<file path="src/rtl/issue_ctrl.sv">
// Dual-issue controller: decodes the two buffer head entries, checks them against a
// load scoreboard and each other, and decides how many launch into ID this cycle.
module issue_ctrl (
  input  logic        clk,
  input  logic        rst,
  input  logic        valid1,
  input  logic        valid2,
  input  logic [31:0] inst1,
  input  logic [31:0] inst2,
  input  logic        branch_flag,
  input  logic        id_stall,
  input  logic        wb_en,
  input  logic [4:0]  wb_rd,
  output logic        launch_flag1,
  output logic        launch_flag2,
  output logic [1:0]  issue_cnt,
  output logic [15:0] stall_cnt
);

  localparam logic [6:0] OP_LUI    = 7'b0110111;
  localparam logic [6:0] OP_AUIPC  = 7'b0010111;
  localparam logic [6:0] OP_JAL    = 7'b1101111;
  localparam logic [6:0] OP_JALR   = 7'b1100111;
  localparam logic [6:0] OP_BRANCH = 7'b1100011;
  localparam logic [6:0] OP_LOAD   = 7'b0000011;
  localparam logic [6:0] OP_STORE  = 7'b0100011;
  localparam logic [6:0] OP_OP     = 7'b0110011;

  typedef enum logic [0:0] {
    S_RUN   = 1'b0,
    S_FLUSH = 1'b1
  } state_t;

  function automatic logic [6:0] f_op(input logic [31:0] w);
    return w[6:0];
  endfunction

  function automatic logic [4:0] f_rd(input logic [31:0] w);
    return w[11:7];
  endfunction

  function automatic logic [4:0] f_rs1(input logic [31:0] w);
    return w[19:15];
  endfunction

  function automatic logic [4:0] f_rs2(input logic [31:0] w);
    return w[24:20];
  endfunction

  function automatic logic f_uses_rs1(input logic [6:0] op);
    return !((op == OP_LUI) || (op == OP_AUIPC) || (op == OP_JAL));
  endfunction

  function automatic logic f_uses_rs2(input logic [6:0] op);
    return (op == OP_OP) || (op == OP_STORE) || (op == OP_BRANCH);
  endfunction

  function automatic logic f_writes_rd(input logic [6:0] op, input logic [4:0] rd);
    return !((op == OP_STORE) || (op == OP_BRANCH)) && (rd != 5'd0);
  endfunction

  function automatic logic f_is_mem(input logic [6:0] op);
    return (op == OP_LOAD) || (op == OP_STORE);
  endfunction

  function automatic logic f_is_ctrl(input logic [6:0] op);
    return (op == OP_BRANCH) || (op == OP_JAL) || (op == OP_JALR);
  endfunction

  state_t      r_state;
  state_t      w_state_nxt;
  logic [31:0] r_busy;
  logic [31:0] w_busy_nxt;
  logic [31:0] w_set_mask;
  logic [31:0] w_clr_mask;
  logic [15:0] r_stall_cnt;

  logic [6:0]  w_op1;
  logic [6:0]  w_op2;
  logic [4:0]  w_rd1;
  logic [4:0]  w_rd2;
  logic [4:0]  w_rs1_1;
  logic [4:0]  w_rs2_1;
  logic [4:0]  w_rs1_2;
  logic [4:0]  w_rs2_2;
  logic        w_wr1;
  logic        w_wr2;
  logic        w_busy_hit1;
  logic        w_busy_hit2;
  logic        w_raw12;
  logic        w_pair_ok;
  logic        w_launch1;
  logic        w_launch2;

  assign w_op1   = f_op(inst1);
  assign w_op2   = f_op(inst2);
  assign w_rd1   = f_rd(inst1);
  assign w_rd2   = f_rd(inst2);
  assign w_rs1_1 = f_rs1(inst1);
  assign w_rs2_1 = f_rs2(inst1);
  assign w_rs1_2 = f_rs1(inst2);
  assign w_rs2_2 = f_rs2(inst2);
  assign w_wr1   = f_writes_rd(w_op1, w_rd1);
  assign w_wr2   = f_writes_rd(w_op2, w_rd2);

  // Hazard checks use only the registered scoreboard, so a writeback helps next cycle.
  assign w_busy_hit1 = (f_uses_rs1(w_op1) && r_busy[w_rs1_1]) ||
                       (f_uses_rs2(w_op1) && r_busy[w_rs2_1]);
  assign w_busy_hit2 = (f_uses_rs1(w_op2) && r_busy[w_rs1_2]) ||
                       (f_uses_rs2(w_op2) && r_busy[w_rs2_2]);
  assign w_raw12     = w_wr1 && ((f_uses_rs1(w_op2) && (w_rs1_2 == w_rd1)) ||
                                 (f_uses_rs2(w_op2) && (w_rs2_2 == w_rd1)));
  assign w_pair_ok   = !w_raw12 && !f_is_ctrl(w_op1) &&
                       !(f_is_mem(w_op1) && f_is_mem(w_op2));

  assign w_launch1 = rst && (r_state == S_RUN) && !branch_flag && !id_stall &&
                     valid1 && !w_busy_hit1;
  assign w_launch2 = w_launch1 && valid2 && !w_busy_hit2 && w_pair_ok;

  assign launch_flag1 = w_launch1;
  assign launch_flag2 = w_launch2;
  assign issue_cnt    = {1'b0, w_launch1} + {1'b0, w_launch2};
  assign stall_cnt    = r_stall_cnt;

  // Flush lasts one cycle beyond the last cycle branch_flag is seen.
  always_comb begin
    w_state_nxt = r_state;
    case (r_state)
      S_RUN: begin
        if (branch_flag) begin
          w_state_nxt = S_FLUSH;
        end else begin
          w_state_nxt = S_RUN;
        end
      end
      S_FLUSH: begin
        if (branch_flag) begin
          w_state_nxt = S_FLUSH;
        end else begin
          w_state_nxt = S_RUN;
        end
      end
      default: w_state_nxt = S_RUN;
    endcase
  end

  // Scoreboard next value: set is applied after clear so a new producer wins.
  always_comb begin
    w_set_mask = 32'd0;
    w_clr_mask = 32'd0;
    if (wb_en && (wb_rd != 5'd0)) begin
      w_clr_mask[wb_rd] = 1'b1;
    end else begin
      w_clr_mask = 32'd0;
    end
    if (w_launch1 && (w_op1 == OP_LOAD) && w_wr1) begin
      w_set_mask[w_rd1] = 1'b1;
    end else begin
      w_set_mask[0] = 1'b0;
    end
    if (w_launch2 && (w_op2 == OP_LOAD) && w_wr2) begin
      w_set_mask[w_rd2] = 1'b1;
    end else begin
      w_set_mask[0] = 1'b0;
    end
    w_busy_nxt = ((r_busy & ~w_clr_mask) | w_set_mask) & ~32'd1;
  end

  // State, scoreboard and saturating stall counter.
  always_ff @(posedge clk or negedge rst) begin
    if (!rst) begin
      r_state     <= S_RUN;
      r_busy      <= 32'd0;
      r_stall_cnt <= 16'd0;
    end else begin
      r_state <= w_state_nxt;
      r_busy  <= w_busy_nxt;
      if ((r_state == S_RUN) && valid1 && !w_launch1 && (r_stall_cnt != 16'hFFFF)) begin
        r_stall_cnt <= r_stall_cnt + 16'd1;
      end else begin
        r_stall_cnt <= r_stall_cnt;
      end
    end
  end

endmodule

</file>
<file path="config.mk">
export PLATFORM = sky130hd
export DESIGN_NAME = issue_ctrl
export DESIGN_NICKNAME = d
export VERILOG_FILES = /design/src/rtl/issue_ctrl.sv
export SDC_FILE = /design/constraint.sdc
export NUM_CORES = 1
export LEC_CHECK = 0
export ABC_AREA = 1
export CAP_MARGIN = 20
export CORE_ASPECT_RATIO = 1.75
export CORE_MARGIN = 1
export CORE_UTILIZATION = 38
export DETAILED_ROUTE_END_ITERATION = 8
export PLACE_DENSITY = 0.68
export SYNTH_ARGS = -nofsm -noshare
export SYNTH_HDL_FRONTEND = slang
export SYNTH_SLANG_ARGS = --single-unit
</file>
<file path="constraint.sdc">
create_clock -name clk -period 2.45 [get_ports clk]
set_clock_uncertainty 0.2 [all_clocks]
set_input_delay 0.3675 -clock clk [delete_from_list [all_inputs] [get_ports clk]]
set_output_delay 0.3675 -clock clk [all_outputs]
set_load 0.05 [all_outputs]
</file>
# After elaboration in Yosys (flattened, before gate mapping)
# Cells that the tools add are included.
[word_totals]
reg_bits = 48
latchBits = 0
mem_bits_rw = 0
mem_bits_ro = 0
inputBits = 76
out_inout_bits = 20
word_cells = 121
n_memories = 0
[op_classes]
addsub = 2
multipliers = 0
div = 0
magnitude_cmp = 10
n_eq_ne = 18
shift = 0
n_mux = 20
bitwise_logic = 5
n_reduce_logical = 63
[ops]
columns = ["cell", "n"]
rows = [
  ["$or A32 B32 Y32", 2],
  ["$mux W31", 2],
  ["$eq A7 B6 Y1 const B", 6],
  ["$lt A5 B6 Y1 const B", 7],
  ["$eq A7 B7 Y1 const B", 5],
  ["$and A32 B32 Y32", 1],
  ["$mux W32", 1],
  ["$not A32 Y32", 1],
  ["$logic_and A1 B1 Y1", 31],
  ["$bmux W1 S5", 4],
  ["$logic_or A1 B1 Y1", 17],
  ["$add A16 B1 Y16 const B", 1],
  ["$ne A16 B16 Y1 const B", 1],
  ["$demux W1 S5", 3],
  ["$ge A5 B1 Y1 const B", 3],
  ["$reduce_bool A5 Y1", 3],
  ["$eq A7 B2 Y1 const B", 2],
  ["$eq A7 B5 Y1 const B", 2],
  ["$logic_not A1 Y1", 12],
  ["$eq A5 B5 Y1", 2],
  ["$mux W1", 10],
  ["$add A1 B1 Y2", 1],
  ["$not A1 Y1", 1],
]

# Logic depth before layout (Yosys ltp)
# Gate-level depths: netlist of run 1.
[depth]
word_depth = 15
ltp_mapped = 14
ltp_nobuf = 12

# Worst setup path after synthesis of run 1
# Ideal clock, no wire load.
[synth_timing]
path_type = "input-to-output"
from = "input inst2[20]"
to = "output issue_cnt[1]"
t_arrival_ns = 2.096
t_required_ns = 1.882
setup_slack_ns = -0.214
cell_stages = 11
path_buffers = 3
path_cell_list = "buf_2 buf_2 o211ai_1 nand3_1 nand3_1 nand3_1 nand3_1 nand3_1 nor2_4 buf_6 ha_1"
[synth_between]
elab_chain_cells = 9
[synth_rtl]
columns = ["element", "line_no", "source"]
rows = [
  ["start: declaration", "9", "input logic [31:0] inst2,"],
  ["parallel branches: the longest is 7 deep, another holds $bmux W1 S5", "-", ""],
  ["$logic_and A1 B1 Y1 (*)", "118", "assign w_launch2 = w_launch1 && valid2 && !w_busy_hit2 && w_pair_ok;"],
  ["net launch_flag2", "15", "output logic launch_flag2,"],
  ["$add A1 B1 Y2 (*)", "122", "assign issue_cnt = {1'b0, w_launch1} + {1'b0, w_launch2};"],
  ["end: declaration", "16", "output logic [1:0] issue_cnt,"],
]
# Mark *: on every way through the listed nets, which the timed path passes. The select of a mux whose other input is x is not followed.

# Worst setup path in the final report of run 1
[layout_timing]
from = "register r_busy[1]"
to = "output issue_cnt[0]"
[layout_between]
elab_chain_cells = 10
[layout_rtl]
columns = ["element", "line_no", "source"]
rows = [
  ["start: declaration", "72", "logic [31:0] r_busy;"],
  ["start signal: assignment", "177", "r_busy <= w_busy_nxt;"],
  ["$bmux W1 S5, on equally long branches", "107, 108", ""],
  ["$mux W1, on equally long branches", "107, 108", ""],
  ["$logic_and A1 B1 Y1, on equally long branches", "107, 108", ""],
  ["$logic_or A1 B1 Y1", "107", "assign w_busy_hit1 = (f_uses_rs1(w_op1) && r_busy[w_rs1_1]) ||"],
  ["$logic_not A1 Y1", "117", "valid1 && !w_busy_hit1;"],
  ["$logic_and A1 B1 Y1", "117", ""],
  ["$logic_and A1 B1 Y1 (3 in series)", "118", ""],
  ["$add A1 B1 Y2 (*)", "122", ""],
]
# Every way passes the cells marked *; elsewhere a longest branch is shown, timed or not. The select of a mux whose other input is x is not followed.

==> results.cfg, run 1 <==
[outcome]
status = finished with violations
violations = setup timing

[logic_synthesis]
ys_ff_latch = 48
synth_enable_flop_cells = 0
synth_common_cells = nand2_1, nand3_1, nor2_1
yosysTopAreaCellShare_pct = 25.18
synth_cells = 804
seq_area_frac_synth_pct = 25.18
syn-num-nets = 882
synth_top_area_cell = dfrtp_1
synth.most_common_cell = nand2_1
synthTopCellsByArea = dfrtp_1, nand2_1, nand3_1
async_reset_ff_share_pct = 100.0
syn_area_per_cell_sq_um = 5.934
synth-main-ff-cell = dfrtp_1
synth_warnings = 0
synth_area_sq_mm = 0.004771
yosysUniqueCellTypes = 34

[placement]
dpl_cell_area_sq_mm = 0.006228
dpl.hpwl_um = 13910
portBuffers = 75
gp_congestion = 0.9978

[timing]
setup_viol = 3
worst_pin_slew_ns = 0.6398
slew_viol_final = 0
setup_ws_ns = -0.1332
fin_crit_ns = 2.583
fmax_ghz = 0.3871
relSlewSlack_pct = 57.35
grt_setup_unrepaired = true
whs_ns = 0.07179
finalCritPeriodShare_pct = 105.4
hold_viol_final = 0

[clock_tree]
cts_buffer_depth = 2
cts.clk_slew.worst_paths_ns = 0.06
clkSinkCount = 48
cts_root_buf = clkbuf_16
numCtsBuffers = 5
cts_tree = yes
insertion_delay_ns = 0.29
h-tree-depth = 2

[worst_setup_path]
worstSetupEndpointType = primary output
startpoint = r_busy[1]
critPathArrivalTime_ns = 2.02
cp.required_ns = 1.88
startpoint_type = register
slowest_stage = dfrtp_2
r2r_start = stall_cnt[1]
crit_fanout = 4
path_class = reg2out
max_stage_delay_ns = 0.43
cp_cell_sequence = nand2_2 > nor2_2 > nor2_1 > nand2_1 > nand3_2 > nand3_2 > nand3_4 > nand3_4 > clkinvlp_4 > ha_4 > buf_12

[final_layout]
final_area_sq_mm = 0.006759
drive_above_1_share_pct = 21.47
antennaDiodeCount = 0
num-nets-final = 1027
num-fill-cells = 1205
seq_area_sq_mm = 0.001205
area_delta_synth_final_pct = 41.67
multi_input_area_sq_mm = 0.003151

[power]
power_frac_clock_pct = 21.8
power.density_mw_per_mm2 = 475.0
ir_drop_uv = 418.2
p_int_w = 0.001874
p_leak_nw = 3.068
p_sw_share_pct = 41.63
pwr-share-comb_pct = 44.6
seqPwrFrac_pct = 33.5
p_sw_w = 0.001337

[drt]
ant_nets = 0
viasPerCell = 5.333
drc_errors = 0
finalWirelength_um = 18450
drtIter0Drc = 528
vias = 5946
firstDrtPassIters = 5
wire_per_inst_um = 16.55

[die]
die_h_um = 150.2
io_pins = 96
dieArea_sq_mm = 0.01302
rows = 53
coreArea_sq_mm = 0.01214
die_x_um = 86.70
initial_utilization_pct = 39.31

[global_routing]
grt_max_degree = 49
top_usage_layer = met2
met1_usage_pct = 29.05
grt_pass1_vias = 5586
grt_pass1_wl_um = 28350
grt_usage_pct = 28.90
antenna_found_initial = 0
met3_usage_pct = 4.112
use_met2_pct = 53.41
grt_overflow = 0

[min_path]
hold_class = in2async

[job]
cap_violations = 0
[final cells by class]
type / instances / area share, %
Timing Repair inverter: 1 / 0.07405
Clock buffer: 6 / 2.055
Clock inverter: 2 / 0.1481
Tap cell: 165 / 3.054
Sequential cell: 48 / 17.83
Inverter: 99 / 6.016
Timing Repair Buffer: 169 / 24.21
Multi-Input combinational cell: 625 / 46.61
[worst max-delay path: cells and delay by family (launching register included)]
kind,cells,cell delay (ns)
simple gates,8,0.75
flops,1,0.43
fa+ha+maj,1,0.29
buf+inv,2,0.26
[registers in the layout, summed over array words and instances (netlist names)]
name / flops
r_busy: 31
stall_cnt: 16
r_state: 1
[timing repair]
item	4_1_cts	5_1_grt
buffers inserted	7	7
pin swaps	25	10
hold buffers	0	0
endpoints found under the setup margin	19	4
cloned	4	0
resized for setup	129	15
[power by group through the flow]
stage	combinational (W)	clock [W]	sequential [W]
after detailed placement	0.00129	0	0.00106
after floorplan	0.000667	0	0.00112
after CTS	0.00136	0.000715	0.00107
after global routing	0.00155	0.000742	0.00109
after global placement	0.00129	0	0.00105
final	0.00143	0.000701	0.00108
[kinds of logic after synthesis]
group | synth area share, %
buffers and inverters | 12.43
AO/OA/AOI/OAI | 10.81
XOR/XNOR | 3.488
adder cells (fa/ha/maj) | 0.5244
AND/OR/NAND/NOR | 47.57
flip-flops | 25.18
[metal layers]
| metal | part of all wire [%] | up-vias |
|---|---|---|
| li1 | - | 2905 |
| met1 | 35 | 2682 |
| met2 | 51 | 257 |
| met3 | 5.7 | 102 |
| met4 | 8.0 | 0 |
| met5 | 0 | - |
[layout by cell type (no fill, tap or decap), types with 18 or more instances in the layout]
| cell | instances |
|---|---|
| clkdlybuf4s50_1 | 34 |
| buf_4 | 73 |
| dlygate4sd2_1 | 28 |
| dfrtp_1 | 45 |
| nand2_1 | 219 |
| nor3_1 | 20 |
| o211ai_1 | 21 |
| inv_2 | 28 |
| a21oi_1 | 23 |
| inv_1 | 58 |
| nand3_1 | 115 |
| nand3_2 | 24 |
| o21ai_0 | 18 |
| nor2_1 | 113 |
[final timing paths]
path                                 end  slack [ns]  depth (start not counted)
min in group clk            stall_cnt[7]        0.34                          2
max in group asynchronous      r_busy[1]        1.51                          2
min reg2reg                 stall_cnt[7]        0.34                          2
max reg2reg                stall_cnt[15]        0.16                          9
min                           r_busy[19]        0.07                          2
max                         issue_cnt[0]       -0.13                         11
[metrics by stage]
stage	TNS (ns)	worst slack (ns)	util, %	power [W]	cells
floorplan	-0.006281	-0.006281	-	0.001788	804
global placement	-12.30	-0.4286	51.32	0.002342	1089
detailed placement	-13.48	-0.4438	51.32	0.002350	1089
CTS	-0.07814	-0.07252	54.76	0.003147	1108
global route	-0.6279	-0.2387	55.70	0.003387	1115
finish	-0.2365	-0.1332	55.70	0.003211	1115
Power figures use the tool's default switching activity.
==> inputs of run 2 (changes only) <==
Settings changed: SLEW_MARGIN set to 40.
==> results of run 2 <==
No change in the layout: final DEF, timing and power equal those of run 1.
==> inputs of run 3 (changes only) <==
Settings changed: SKIP_CTS_REPAIR_TIMING set to 1.
==> results.cfg, run 3 (synthesized netlist as in run 1, its figures left out) <==
[global_routing]
grt_max_degree = 49
grt_usage_pct = 27.96
antenna_found_initial = 0
grt_pass1_vias = 5419
grt_pass1_wl_um = 27460
grt_overflow = 0

[final_layout]
layout_commonest_cell = nand2_1
final_cell_mix = nand2_1, nand3_1, nor2_1
antennaDiodeCount = 0
top_register = r_busy
largest_register_ffs = 31
num-nets-final = 1018
final_area_sq_mm = 0.006735
final_util_pct = 55.50
drive_above_1_share_pct = 17.53
area_delta_synth_final_pct = 41.17

[timing]
fmax_ghz = 0.3743
setup_ws_ns = -0.2214
fin_crit_ns = 2.671
whs_ns = 0.05588
worst_pin_slew_ns = 0.6422
finalCritPeriodShare_pct = 109.0
grt_setup_unrepaired = true
hold_viol_final = 0
setup_viol = 4
relSlewSlack_pct = 57.19
slew_viol_final = 0
finalSetupTns_ns = -0.5474

[worst_setup_path]
critPathTopFamily = simple AND/OR/NAND/NOR gates
path_class = reg2out
ff2ff_setup_slack_ns = 0.18
max_stage_delay_ns = 0.37
path_buf_inv = 3
r2r_start = stall_cnt[1]
worstSetupEndpointType = primary output
crit_fanout = 5
startpoint_type = register
slowest_stage = dfrtp_1
cp.required_ns = 1.88
cp_common_cell = nand3_1
startpoint = r_busy[19]
cp_cell_sequence = clkinvlp_4 > buf_6 > nand2_2 > o211ai_1 > nand3_1 > nand3_1 > nand3_1 > nand3_2 > nand3_4 > nor2_4 > ha_4 > buf_12
critPathArrivalTime_ns = 2.10

[die]
die_h_um = 150.2
die_x_um = 86.70
rows = 53
coreArea_sq_mm = 0.01214
initial_utilization_pct = 39.31
io_pins = 96
dieArea_sq_mm = 0.01302

[drt]
finalWirelength_um = 18190
drc_errors = 0
wire_per_inst_um = 16.44
drt-met1-wl_um = 6266
ant_nets = 0
drtIter0Drc = 494
dr_wl_met3_um = 1077
wl_met2_um = 9693
vias = 5831
viasPerCell = 5.272
firstDrtPassIters = 6
top_layer_used = met4

[clock_tree]
cts.clk_slew.worst_paths_ns = 0.06
cts_root_buf = clkbuf_16
h-tree-depth = 2
cts_buffer_depth = 2
cts_tree = yes
clkSinkCount = 48
numCtsBuffers = 5
insertion_delay_ns = 0.29

[power]
total_power_w = 0.003166
p_leak_nw = 3.225
ir_drop_uv = 429.4
power.density_mw_per_mm2 = 470.1

[outcome]
status = finished with violations
violations = setup timing

[placement]
portBuffers = 75
dpl.hpwl_um = 13910
gp_congestion = 0.9978
dpl_cell_area_sq_mm = 0.006228

[job]
cap_violations = 0

[min_path]
hold_class = in2async
[run 3: changes by cell type in the layout (fill, tap and decap cells not counted), moves of 3 or more]
cell             delta
inv_1              +17
dlymetal6s2s_1     +30
clkdlybuf4s15_2     -4
buf_6               -4
clkinvlp_4          +5
buf_4               -3
buf_2               -3
clkdlybuf4s50_1     +6
clkinv_2            -4
dlygate4sd2_1      -28
inv_4               -8
inv_2              -11
[run 3: area by class of cell]
class | instances | area (sq um)
Clock inverter | 2 | 10.01
Tap cell | 165 | 206.4
Multi-Input combinational cell | 625 | 3136
Sequential cell | 48 | 1202
Inverter | 99 | 395.4
Timing Repair Buffer | 160 | 1639
Clock buffer | 6 | 138.9
Timing Repair inverter | 1 | 7.507
Fill cell | 1196 | 5400
[run 3: worst reg2reg max path, cell delays in order, from the launching register on]
cell     delay (ns)
dfrtp_1        0.40
ha_1           0.21
nand3_1        0.15
nor2_2         0.18
nand2_1        0.10
or4_1          0.49
nand3_2        0.13
buf_12         0.17
nand2_1        0.06
o21ai_0        0.08
[run 3: power breakdown]
part	total (W)	switching, W	internal (W)	leakage (nW)
Clock	0.000699	0.000296	0.000403	0.0766
Sequential	0.00106	0.000131	0.000933	0.599
Combinational	0.00140	0.000883	0.000520	2.55
Total	0.00317	0.00131	0.00186	3.22
[run 3: metal layers]
layer  GRT usage [%]  vias to the layer above
li1                -                     2881
met1           27.85                     2633
met2           52.38                      237
met3           4.934                       80
met4           17.58                        0
met5               0                        -
[run 3: path summary, 6_finish.rpt]
| kind | end | depth (start not counted) |
|---|---|---|
| worst min-delay path | r_busy[19] | 2 |
| worst max-delay path | issue_cnt[0] | 12 |
| worst max register to register | stall_cnt[15] | 9 |
| min in group clk | stall_cnt[7] | 2 |
| worst min register to register | stall_cnt[7] | 2 |
| max in group asynchronous | r_busy[10] | 2 |
[run 3: through the flow]
stage          cells  setup WS [ns]
3_3_place_gp    1089        -0.4286
6_report        1106        -0.2214
2_1_floorplan    804      -0.006281
4_1_cts         1097        -0.4506
5_1_grt         1106        -0.3689
3_5_place_dp    1089        -0.4438
